<file path="src/rtl/program_loader_pkg.sv">
// Shared definitions for the boot-time program loader: FSM encoding, word geometry
// and the word-count range check.
package program_loader_pkg;

  localparam int unsigned INSTR_W         = 32;
  localparam int unsigned BYTES_PER_INSTR = 4;
  localparam int unsigned BYTE_CNT_W      = 2;

  typedef enum logic [2:0] {
    StIdle  = 3'd0,
    StRecv  = 3'd1,
    StWrite = 3'd2,
    StRun   = 3'd3,
    StErr   = 3'd4
  } state_e;

  // A load must write at least one word and must fit in instruction memory.
  function automatic logic count_ok(input int unsigned count, input int unsigned depth);
    return (count != 0) && (count <= depth);
  endfunction

endpackage

</file>
<file path="src/rtl/program_loader_word_assembler.sv">
// Packs a byte stream little-endian into 32-bit words; byte lane 0 lands in bits 7:0.
module word_assembler
  import program_loader_pkg::*;
(
  input  logic               clk,
  input  logic               reset,
  input  logic               clear,
  input  logic               load,
  input  logic [7:0]         byte_in,
  output logic [INSTR_W-1:0] word,
  output logic               last_byte
);

  logic [BYTE_CNT_W-1:0] r_byte_cnt;
  logic [INSTR_W-1:0]    r_word;

  always_ff @(posedge clk) begin
    if (reset || clear) begin
      r_byte_cnt <= '0;
      r_word     <= '0;
    end else if (load) begin
      for (int unsigned i = 0; i < BYTES_PER_INSTR; i++) begin
        if (r_byte_cnt == BYTE_CNT_W'(i)) begin
          r_word[8*i +: 8] <= byte_in;
        end
      end
      // Two-bit counter wraps to lane 0 after the fourth byte.
      r_byte_cnt <= r_byte_cnt + 1'b1;
    end
  end

  assign word      = r_word;
  assign last_byte = (r_byte_cnt == BYTE_CNT_W'(BYTES_PER_INSTR - 1));

endmodule

</file>
<file path="src/rtl/program_loader.sv">
// Boot loader: receives a program byte stream, writes it word by word into instruction
// memory from address 0, and holds the core in reset until the image is complete.
module program_loader
  import program_loader_pkg::*;
#(
  parameter int unsigned IMEM_WORDS = 64,
  parameter int unsigned CNT_W      = 7
) (
  input  logic               clk,
  input  logic               reset,
  input  logic               start,
  input  logic [CNT_W-1:0]   word_count,
  input  logic               in_valid,
  input  logic [7:0]         in_data,
  output logic               in_ready,
  output logic               imem_we,
  output logic [63:0]        imem_addr,
  output logic [INSTR_W-1:0] imem_wdata,
  output logic               cpu_reset,
  output logic               busy,
  output logic               done,
  output logic               error
);

  state_e             r_state;
  state_e             w_state_next;
  logic [CNT_W-1:0]   r_count;
  logic [CNT_W-1:0]   r_word_idx;
  logic               r_done;

  logic               w_count_ok;
  logic               w_start_accept;
  logic               w_load;
  logic               w_last_byte;
  logic               w_last_word;
  logic [INSTR_W-1:0] w_word;

  assign w_count_ok  = count_ok(32'(word_count), IMEM_WORDS);
  assign w_last_word = (r_word_idx == r_count - 1'b1);
  assign w_load      = (r_state == StRecv) && in_valid;

  // start is only honoured outside an active load.
  assign w_start_accept = start && w_count_ok &&
                          ((r_state == StIdle) || (r_state == StRun) || (r_state == StErr));

  word_assembler u_word_assembler (
    .clk       (clk),
    .reset     (reset),
    .clear     (w_start_accept),
    .load      (w_load),
    .byte_in   (in_data),
    .word      (w_word),
    .last_byte (w_last_byte)
  );

  always_comb begin
    w_state_next = r_state;
    unique case (r_state)
      StIdle, StRun, StErr: begin
        if (start) begin
          w_state_next = w_count_ok ? StRecv : StErr;
        end
      end
      StRecv: begin
        if (in_valid && w_last_byte) begin
          w_state_next = StWrite;
        end
      end
      StWrite: begin
        w_state_next = w_last_word ? StRun : StRecv;
      end
      default: begin
        w_state_next = StIdle;
      end
    endcase
  end

  always_ff @(posedge clk) begin
    if (reset) begin
      r_state    <= StIdle;
      r_count    <= '0;
      r_word_idx <= '0;
      r_done     <= 1'b0;
    end else begin
      r_state <= w_state_next;
      // done marks only the first RUN cycle after the final write.
      r_done  <= (r_state == StWrite) && w_last_word;
      if (w_start_accept) begin
        r_count    <= word_count;
        r_word_idx <= '0;
      end else if ((r_state == StWrite) && !w_last_word) begin
        r_word_idx <= r_word_idx + 1'b1;
      end
    end
  end

  always_comb begin
    in_ready   = 1'b0;
    imem_we    = 1'b0;
    imem_addr  = '0;
    imem_wdata = '0;
    cpu_reset  = 1'b1;
    busy       = 1'b0;
    error      = 1'b0;
    unique case (r_state)
      StRecv: begin
        in_ready = 1'b1;
        busy     = 1'b1;
      end
      StWrite: begin
        imem_we    = 1'b1;
        busy       = 1'b1;
        imem_addr  = {{(62 - CNT_W){1'b0}}, r_word_idx, 2'b00};
        imem_wdata = w_word;
      end
      StRun: begin
        cpu_reset = 1'b0;
      end
      StErr: begin
        error = 1'b1;
      end
      default: begin
      end
    endcase
  end

  assign done = r_done;

endmodule
</file>
<file path="config.mk">
export PLATFORM = sky130hd
export DESIGN_NAME = program_loader
export DESIGN_NICKNAME = d
export VERILOG_FILES = /design/src/rtl/program_loader_pkg.sv /design/src/rtl/program_loader_word_assembler.sv /design/src/rtl/program_loader.sv
export SDC_FILE = /design/constraint.sdc
export NUM_CORES = 1
export LEC_CHECK = 0
export ABC_AREA = 1
export BUFFER_PORTS_ARGS = -buffer_cell sky130_fd_sc_hd__buf_2
export CAP_MARGIN = 20
export CORE_MARGIN = 2
export CORE_UTILIZATION = 49
export CTS_CLUSTER_DIAMETER = 60
export DETAILED_ROUTE_END_ITERATION = 16
export PLACE_DENSITY = 0.8
export SYNTH_ARGS = -nofsm -noshare
export SYNTH_HDL_FRONTEND = slang
export SYNTH_SLANG_ARGS = --single-unit
</file>
<file path="constraint.sdc">
create_clock -name clk -period 2.2 [get_ports clk]
set_input_delay 0.33 -clock clk [delete_from_list [all_inputs] [get_ports clk]]
set_output_delay 0.33 -clock clk [all_outputs]
set_load 0.03 [all_outputs]
</file>
==> After elaboration in Yosys (flattened, before gate mapping) <==
Cells that the tools add are included.
{ "word_totals": {"reg_bits": 52, "latch_bits": 0, "mem_bits_rw": 0, "romBits": 0, "in_bits": 19, "output_inout_bits": 102, "elab_cells": 57, "mem_count": 0} }
{ "op_classes": {"n_addsub": 3, "multipliers": 0, "n_div": 0, "order_cmp": 1, "n_eq_ne": 10, "shifts": 0, "n_mux": 12, "bitwise": 0, "n_reduce_logical": 22} }
{ "op_table": {"columns": ["cell", "count"], "rows": [
  ["2-to-1 mux 32 bit", 1],
  ["AND reduction 2 bit", 5],
  ["2-to-1 mux 3 bit", 3],
  ["2-to-1 mux 9 bit", 1],
  ["one-hot mux 3 bit (3 select lines)", 1],
  ["adder 7 x 1 -> 7 bit (second input constant)", 1],
  ["equality test 7 bit", 1],
  ["less-or-equal comparator 7 bit (second input constant)", 1],
  ["logical AND 1 bit", 7],
  ["nonzero test 7 bit", 1],
  ["subtractor 7 x 1 -> 7 bit (second input constant)", 1],
  ["equality test 3 x 2 -> 1 bit (second input constant)", 2],
  ["2-to-1 mux 1 bit", 5],
  ["equality test 2 bit (second input constant)", 2],
  ["OR reduction 2 bit", 2],
  ["equality test 3 x 1 -> 1 bit (second input constant)", 1],
  ["equality test 3 bit (second input constant)", 1],
  ["logical NOT 3 bit", 1],
  ["logical OR 1 bit", 3],
  ["OR reduction 3 bit", 1],
  ["adder 2 x 1 -> 2 bit (second input constant)", 1],
  ["equality test 2 x 1 -> 1 bit (second input constant)", 1],
  ["logical NOT 2 bit", 1],
  ["2-to-1 mux 2 bit", 1],
  ["other kinds (3)", 3]
]} }

==> Longest topological paths before layout <==
Gate-level depths: netlist of the first run.
{ "depth": {"word_depth": 5, "depth_mapped": 13, "mapped_depth_nobuf": 13} }

==> By module <==
A second synthesis of the first run with hierarchy kept.
{ "unflattened": {"hier_cells": 539, "hier_area_um2": 3378.2} }
{ "by_module_without_submodules": {"columns": ["module", "instances", "cells_per_inst", "area_per_inst_um2"], "rows": [
  ["program_loader", 1, 318, 1878.1],
  ["word_assembler", 1, 221, 1500.2]
]} }

==> Worst setup path before layout of the first run <==
Ideal clock, no wire load.
{ "synth_timing": {"kind": "reg2out", "startpoint": "reg r_state[0]", "endpoint": "out busy", "arrival_time_ns": 1.467, "path_slack_ns": 0.403, "stages_incl_launch_ff": 5, "n_path_buf": 0, "cell_sequence": "dfxtp_1 -> inv_2 -> nand3_2 -> clkinv_1 -> or2_2"} }
{ "synth_via": {"elab_chain_len": 3, "word_cells_on_any_way": 4} }
{ "synth_lines": {"columns": ["element", "line_no", "source"], "rows": [
  ["start, declared", "program_loader.sv:25", "state_e r_state;"],
  ["start signal, assigned", "program_loader.sv:80", "r_state <= StIdle;"],
  ["start signal, assigned", "program_loader.sv:85", "r_state <= w_state_next;"],
  ["equality test 3 x 1 -> 1 bit / equality test 3 x 2 -> 1 bit (equally long branches)", "program_loader.sv:105", "unique case (r_state)"],
  ["OR reduction 2 bit (no source line) *", null, null],
  ["2-to-1 mux 1 bit *", "program_loader.sv:105", null],
  ["end, declared", "program_loader.sv:20", "output logic busy,"]
]} }
Every way passes the cells marked *; elsewhere a longest branch is shown, timed or not.

==> Final worst setup path of the first run <==
{ "layout_timing": {"startpoint": "reg r_state[1]", "endpoint": "out imem_wdata[30]"} }
{ "layout_via": {"elab_chain_len": 2} }
{ "layout_lines": {"columns": ["element", "line_no", "source"], "rows": [
  ["equality test 3 x 2 -> 1 bit", "program_loader.sv:105", null],
  ["2-to-1 mux 32 bit", "program_loader.sv:105", null],
  ["end, declared", "program_loader.sv:18", "output logic [INSTR_W-1:0] imem_wdata,"]
]} }
Every way passes these cells.

==> impl_metrics.json, run 1 <==
{
  "status": "finished clean",
  "ir_drop_mv": 0.678,
  "core_area_um2": 6280,
  "cts_resized": 0,
  "num_rows": 29,
  "timing.final.hold_violations": 0,
  "drtPass1Iterations": 4,
  "drtAntennaViolNets": 0,
  "synthFlopType": "dfxtp_1",
  "clock_latency_ns": 0.31,
  "numCtsBuffers": 5,
  "fill_cells": 619,
  "rr_worst_depth": 8,
  "synth_seq_cells": 52,
  "detail_route.wl_per_cell_um": 10.8,
  "path_class": "reg2out",
  "final_cell_mix": "nand2_1 (77), buf_2 (63), nor2_1 (62)",
  "post_cts_buffers": 0,
  "vias": 2813,
  "cp_data_required_time_ns": 1.87,
  "skew_ns": 0.00932,
  "drv_slew": 0,
  "viasPerCell": 4.70,
  "nets": 545,
  "ys_types": 29,
  "yosys_warnings": 0,
  "power_density_nw_per_um2": 816,
  "insertedDiodeCount": 0,
  "dp_hpwl_um": 4960,
  "post_dp_cell_area_um2": 3280,
  "die_height_um": 84.2,
  "cp-end-kind": "output pin",
  "grt-ovfl-total": 0,
  "cts_hold_buf": 0,
  "area_delta_synth_final_pct": 7.46,
  "syn-instance-count": 463,
  "critPathArrivalTime_ns": 1.64,
  "grt_setup_unrepaired": "false",
  "setup_tns_ns": 0,
  "place.gp.congestion": 0.890,
  "dieArea_um2": 7090,
  "numPortBuffers": 63,
  "root_buffer": "clkbuf_8",
  "clock_tree.buffer_depth": 2,
  "grt_start_max_net_pins": 40,
  "cts_sinks": 52,
  "grt_pass1_wl_um": 10800,
  "crit_fanout": 39,
  "antenna_found_initial": 0,
  "drt-total-wl_um": 6460,
  "seq_area_frac_synth": 0.330,
  "drtIter0Drc": 157,
  "async_flop_share": 0,
  "die_w_um": 84.2,
  "gr-usage-all-layers": 0.182,
  "cts_tree": "done",
  "avgSynthCellArea_um2": 6.81,
  "fmax_ghz": 0.507,
  "dp_slack_ns": 0.408,
  "period_share": 0.896,
  "crit_path_start_kind": "flop",
  "setup_ws_ns": 0.229,
  "ios": 121,
  "grt_pass1_vias": 2420,
  "ff_latch_area_um2": 1040,
  "period_minus_slack_ns": 1.97,
  "drv_cap": 0,
  "cts.clk_slew.worst_paths_ns": 0.09,
  "multi_input_area_um2": 1560,
  "final_common_cell": "nand2_1",
  "hold_depth": 2,
  "synth_area_um2": 3150,
  "route.detailed.drc": 0,
  "final-setup-viol-count": 0,
  "hold_path_class": "in2reg",
  "htree_levels": 2,
  "drive_above_1_share": 0.184,
  "leakage_uw": 0.00148,
  "start_util": 0.502,
  "final_area_um2": 3390,
  "synth_edf_count": 0
}
[flip-flops by register name, summed over array words and instances (netlist names)]
| signal | cells |
|---|---|
| r_state | 3 |
| r_word_idx | 7 |
| u_word_assembler.word | 32 |
| r_count | 7 |
| u_word_assembler.r_byte_cnt | 2 |
| done | 1 |
[kinds of logic after synthesis]
logic type / count (synthesis) / synth area share
simple gates: 200 / 0.276
buf+inv: 135 / 0.242
compound gates: 62 / 0.107
flops: 52 / 0.330
xor+xnor: 7 / 0.0194
fa+ha+maj: 6 / 0.0238
other cells: 1 / 0.00119
[power breakdown]
part | internal (µW) | leakage, µW | switching (µW)
logic | 266 | 0.000999 | 735
registers | 1020 | 0.000421 | 79.3
clock network | 344 | 0.0000558 | 323
[cell usage after synthesis (4+ instances only)]
cell type | count | area [µm²]
nand2_1 | 77 | 289
nor2_1 | 62 | 233
buf_4 | 60 | 450
inv_1 | 56 | 210
dfxtp_1 | 52 | 1040
nand3_1 | 46 | 230
a21oi_1 | 43 | 215
clkbuf_1 | 8 | 30.0
o21ai_0 | 7 | 35.0
a21oi_2 | 6 | 52.6
ha_1 | 6 | 75.1
xor2_1 | 6 | 52.6
o21ai_1 | 5 | 25.0
buf_6 | 4 | 45.0
[per-stage QoR]
stage,hold WS [ns],util,total power [µW],std cells
floorplan,0.402,-,2010,519
global placement,0.451,0.522,2090,590
detailed placement,0.456,0.522,2110,590
CTS,0.173,0.540,2780,598
global route,0.188,0.540,2960,598
finish,0.179,0.540,2760,598
[layout make-up]
class	count	area share
multi-input combinational	332	0.460
sequential	52	0.307
timing repair buffer	68	0.104
inverter	61	0.0676
tap	77	0.0284
clock buffer	6	0.0214
clock inverter	2	0.0114
[worst max-delay path, stage by stage, from the launching register on]
cell and delay [ns]:
dfxtp_1 0.52, nand3_2 0.15, buf_4 0.28, nor2_1 0.15, buf_2 0.21
[final timing paths]
| path | from | endpoint | slack (ns) |
|---|---|---|---|
| setup / recovery | r_state[1] | imem_wdata[30] | 0.23 |
| hold reg to reg | u_word_assembler.word[27] | u_word_assembler.word[27] | 0.47 |
| hold / removal | reset | done | 0.18 |
| setup reg to reg | r_state[1] | u_word_assembler.word[5] | 0.45 |
[layer usage]
layer / track usage / wire length, µm
met5: 0 / 0
met4: 0.0587 / 109
met3: 0.0344 / 429
met2: 0.299 / 3060
met1: 0.243 / 2860
(Power assumes the default switching activity.)
==> run 2, diff against run 1 <==
Settings changed: ABC_AREA 1 to unset.
==> run 2 against run 1 <==
  * Final area grew 2.9%
  * Largest power group unchanged
  * Die area fell by 1.9%
  * Global-route usage increased by 0.72 points
  * Highest routed layer unchanged
  * Sequential cell count did not move
  * Worst setup slack lost 0.16 ns
==> impl_metrics.json, run 2 <==
{
  "route.detailed.drc": 0,
  "numCtsBuffers": 5,
  "instances_no_fill": 530,
  "htree_levels": 2,
  "drtAntennaViolNets": 0,
  "critPathArrivalTime_ns": 2.38,
  "viasPerCell": 4.91,
  "cts_tree": "done",
  "vias": 2601,
  "fill_cells": 539,
  "period_minus_slack_ns": 2.13,
  "synth_area_um2": 3090,
  "post_cts_buffers": 0,
  "grt_pass1_wl_um": 11000,
  "antenna_found_initial": 0,
  "leakage_uw": 0.00163,
  "drtPass1Iterations": 4,
  "synth_edf_count": 0,
  "multi_input_area_um2": 1740,
  "timing.final.hold_violations": 0,
  "fmax_ghz": 0.469,
  "synth_common_cells": "buf_4 (58), dfxtp_1 (52), and2_1 (41)",
  "cp_data_required_time_ns": 2.45,
  "crit_path_start_kind": "flop",
  "grt_pass1_vias": 2369,
  "ir_drop_mv": 0.288,
  "insertedDiodeCount": 0,
  "clock_tree.buffer_depth": 2,
  "nets": 479,
  "p_int_uw": 1260,
  "async_flop_share": 0,
  "synth_seq_cells": 52,
  "num_rows": 28,
  "cts_hold_buf": 0,
  "final_cell_mix": "buf_2 (63), conb_1 (57), dfxtp_1 (49)",
  "skew_ns": 0.0111,
  "status": "finished clean",
  "die_height_um": 83.4,
  "grt_start_max_net_pins": 29,
  "grt-ovfl-total": 0,
  "synthFlopType": "dfxtp_1",
  "final_common_cell": "buf_2",
  "cts_sinks": 52,
  "drive_above_1_share": 0.229,
  "cp-end-kind": "flop",
  "place_inst": 522,
  "area_delta_synth_final_pct": 12.8,
  "combPwrFrac": 0.179,
  "core_area_um2": 5990,
  "numPortBuffers": 63,
  "dp_hpwl_um": 5020,
  "final-setup-viol-count": 0,
  "seqPwrFrac": 0.525,
  "swShare": 0.313,
  "drv_slew": 0,
  "synthTopCellsByArea": "dfxtp_1 (34%), buf_4 (14%), and2_1 (8.3%)",
  "largest_reg_flops": 32,
  "detail_route.wl_per_cell_um": 12.7,
  "ios": 121,
  "cts.clk_slew.worst_paths_ns": 0.09,
  "yosys_warnings": 0,
  "drv_cap": 0,
  "place.gp.congestion": 0.844,
  "path_class": "reg2reg",
  "start_util": 0.516,
  "crit_fanout": 13,
  "clock_latency_ns": 0.31,
  "drtIter0Drc": 184,
  "synth.most_common_cell": "buf_4",
  "root_buffer": "clkbuf_8",
  "ff_latch_area_um2": 1050,
  "drt-total-wl_um": 6720,
  "synth_top_area_share": 0.337,
  "syn-instance-count": 386,
  "timing.hold.ws_ns": 0.289,
  "clkPwrFrac": 0.296,
  "period_share": 0.970,
  "avgSynthCellArea_um2": 8.01,
  "power_density_nw_per_um2": 527,
  "p_sw_uw": 574,
  "gr-usage-all-layers": 0.190,
  "ys_types": 45,
  "hold_path_class": "in2reg",
  "die_w_um": 83.4,
  "seq_area_frac_synth": 0.337,
  "yosysTopAreaCell": "dfxtp_1",
  "dieArea_um2": 6960
}
run 2: cell count changes after synthesis, moves of 4 or more:
cell | previous run | this run
nand2_1 | 77 | 39
o21ai_1 | 5 | 0
nor2_1 | 62 | 26
and2_1 | 0 | 41
buf_6 | 4 | 0
a21oi_1 | 43 | 33
a21oi_2 | 6 | 0
inv_1 | 56 | 12
mux2i_1 | 0 | 16
buf_1 | 0 | 4
or4_1 | 0 | 4
nand3_1 | 46 | 28
run 2: final cells by class:
cell class / instances / share of cell area
clock buffers: 6 / 0.0208
flip-flops and latches: 52 / 0.300
multi-input cells: 301 / 0.498
repair buffers: 82 / 0.137
well taps: 75 / 0.0269
inverters: 12 / 0.0129
clock inverters: 2 / 0.00395
run 2: timing repair:
action                                  CTS  global route
endpoints found under the setup margin   21            34
gates resized for setup                   2            14
pin swaps                                 0             1
run 2: path summary, 6_finish.rpt:
path | startpoint | to | slack [ns] | cells after the start
worst min-delay path | word_count[2] | r_count[2] | 0.29 | 3
worst min register to register | u_word_assembler.word[6] | u_word_assembler.word[6] | 0.45 | 2
worst max-delay path | r_count[0] | r_word_idx[3] | 0.07 | 9
worst max register to register | r_count[0] | r_word_idx[3] | 0.07 | 9
run 2: kinds of logic (layout without fill, tap and decap cells):
| family | after synthesis | after routing | synth area share |
|---|---|---|---|
| AND/OR/NAND/NOR | 161 | 161 | 0.270 |
| buffers and inverters | 89 | 102 | 0.187 |
| AO/OA/AOI/OAI | 52 | 52 | 0.0972 |
| flip-flops | 52 | 52 | 0.337 |
| multiplexers | 17 | 17 | 0.0555 |
| XOR/XNOR | 8 | 8 | 0.0271 |
| adder cells (fa/ha/maj) | 6 | 6 | 0.0243 |
| other | 1 | 57 | 0.00121 |
run 2: critical path: stages (launching register included):
cell and delay [ns]:
dfxtp_1 0.32, inv_1 0.10, ha_4 0.18, xnor3_1 0.22
and3_1 0.20, o21ai_2 0.18, a2111oi_4 0.10, buf_4 0.19
or4_1 0.49, nand2_1 0.09
run 2: through the flow:
stage	cell area, µm²	total power (µW)	setup TNS [ns]	worst slack (ns)	util
6_report	3490	1840	0	0.0665	0.582
5_1_grt	3490	1920	-0.0485	-0.0350	0.582
4_1_cts	3420	1840	0	0.0126	0.571
3_5_place_dp	3330	1300	-6.58	-0.210	0.556
3_3_place_gp	3330	1290	-4.72	-0.139	0.556
2_1_floorplan	3300	1310	-0.905	-0.0571	-
run 2: layer usage:
layer / share of wire / vias up / track usage
met5: 0 / - / 0
met1: 0.42 / 1175 / 0.235
met4: 0.021 / 0 / 0.0630
met2: 0.50 / 102 / 0.329
li1: - / 1310 / -
met3: 0.066 / 14 / 0.0378
run 2: power groups by stage:
stage,combinational [µW],clock (µW),sequential (µW)
after floorplan,327,0,985
after global placement,306,0,987
after detailed placement,313,0,988
after CTS,314,560,966
after global routing,350,601,968
final,328,544,966
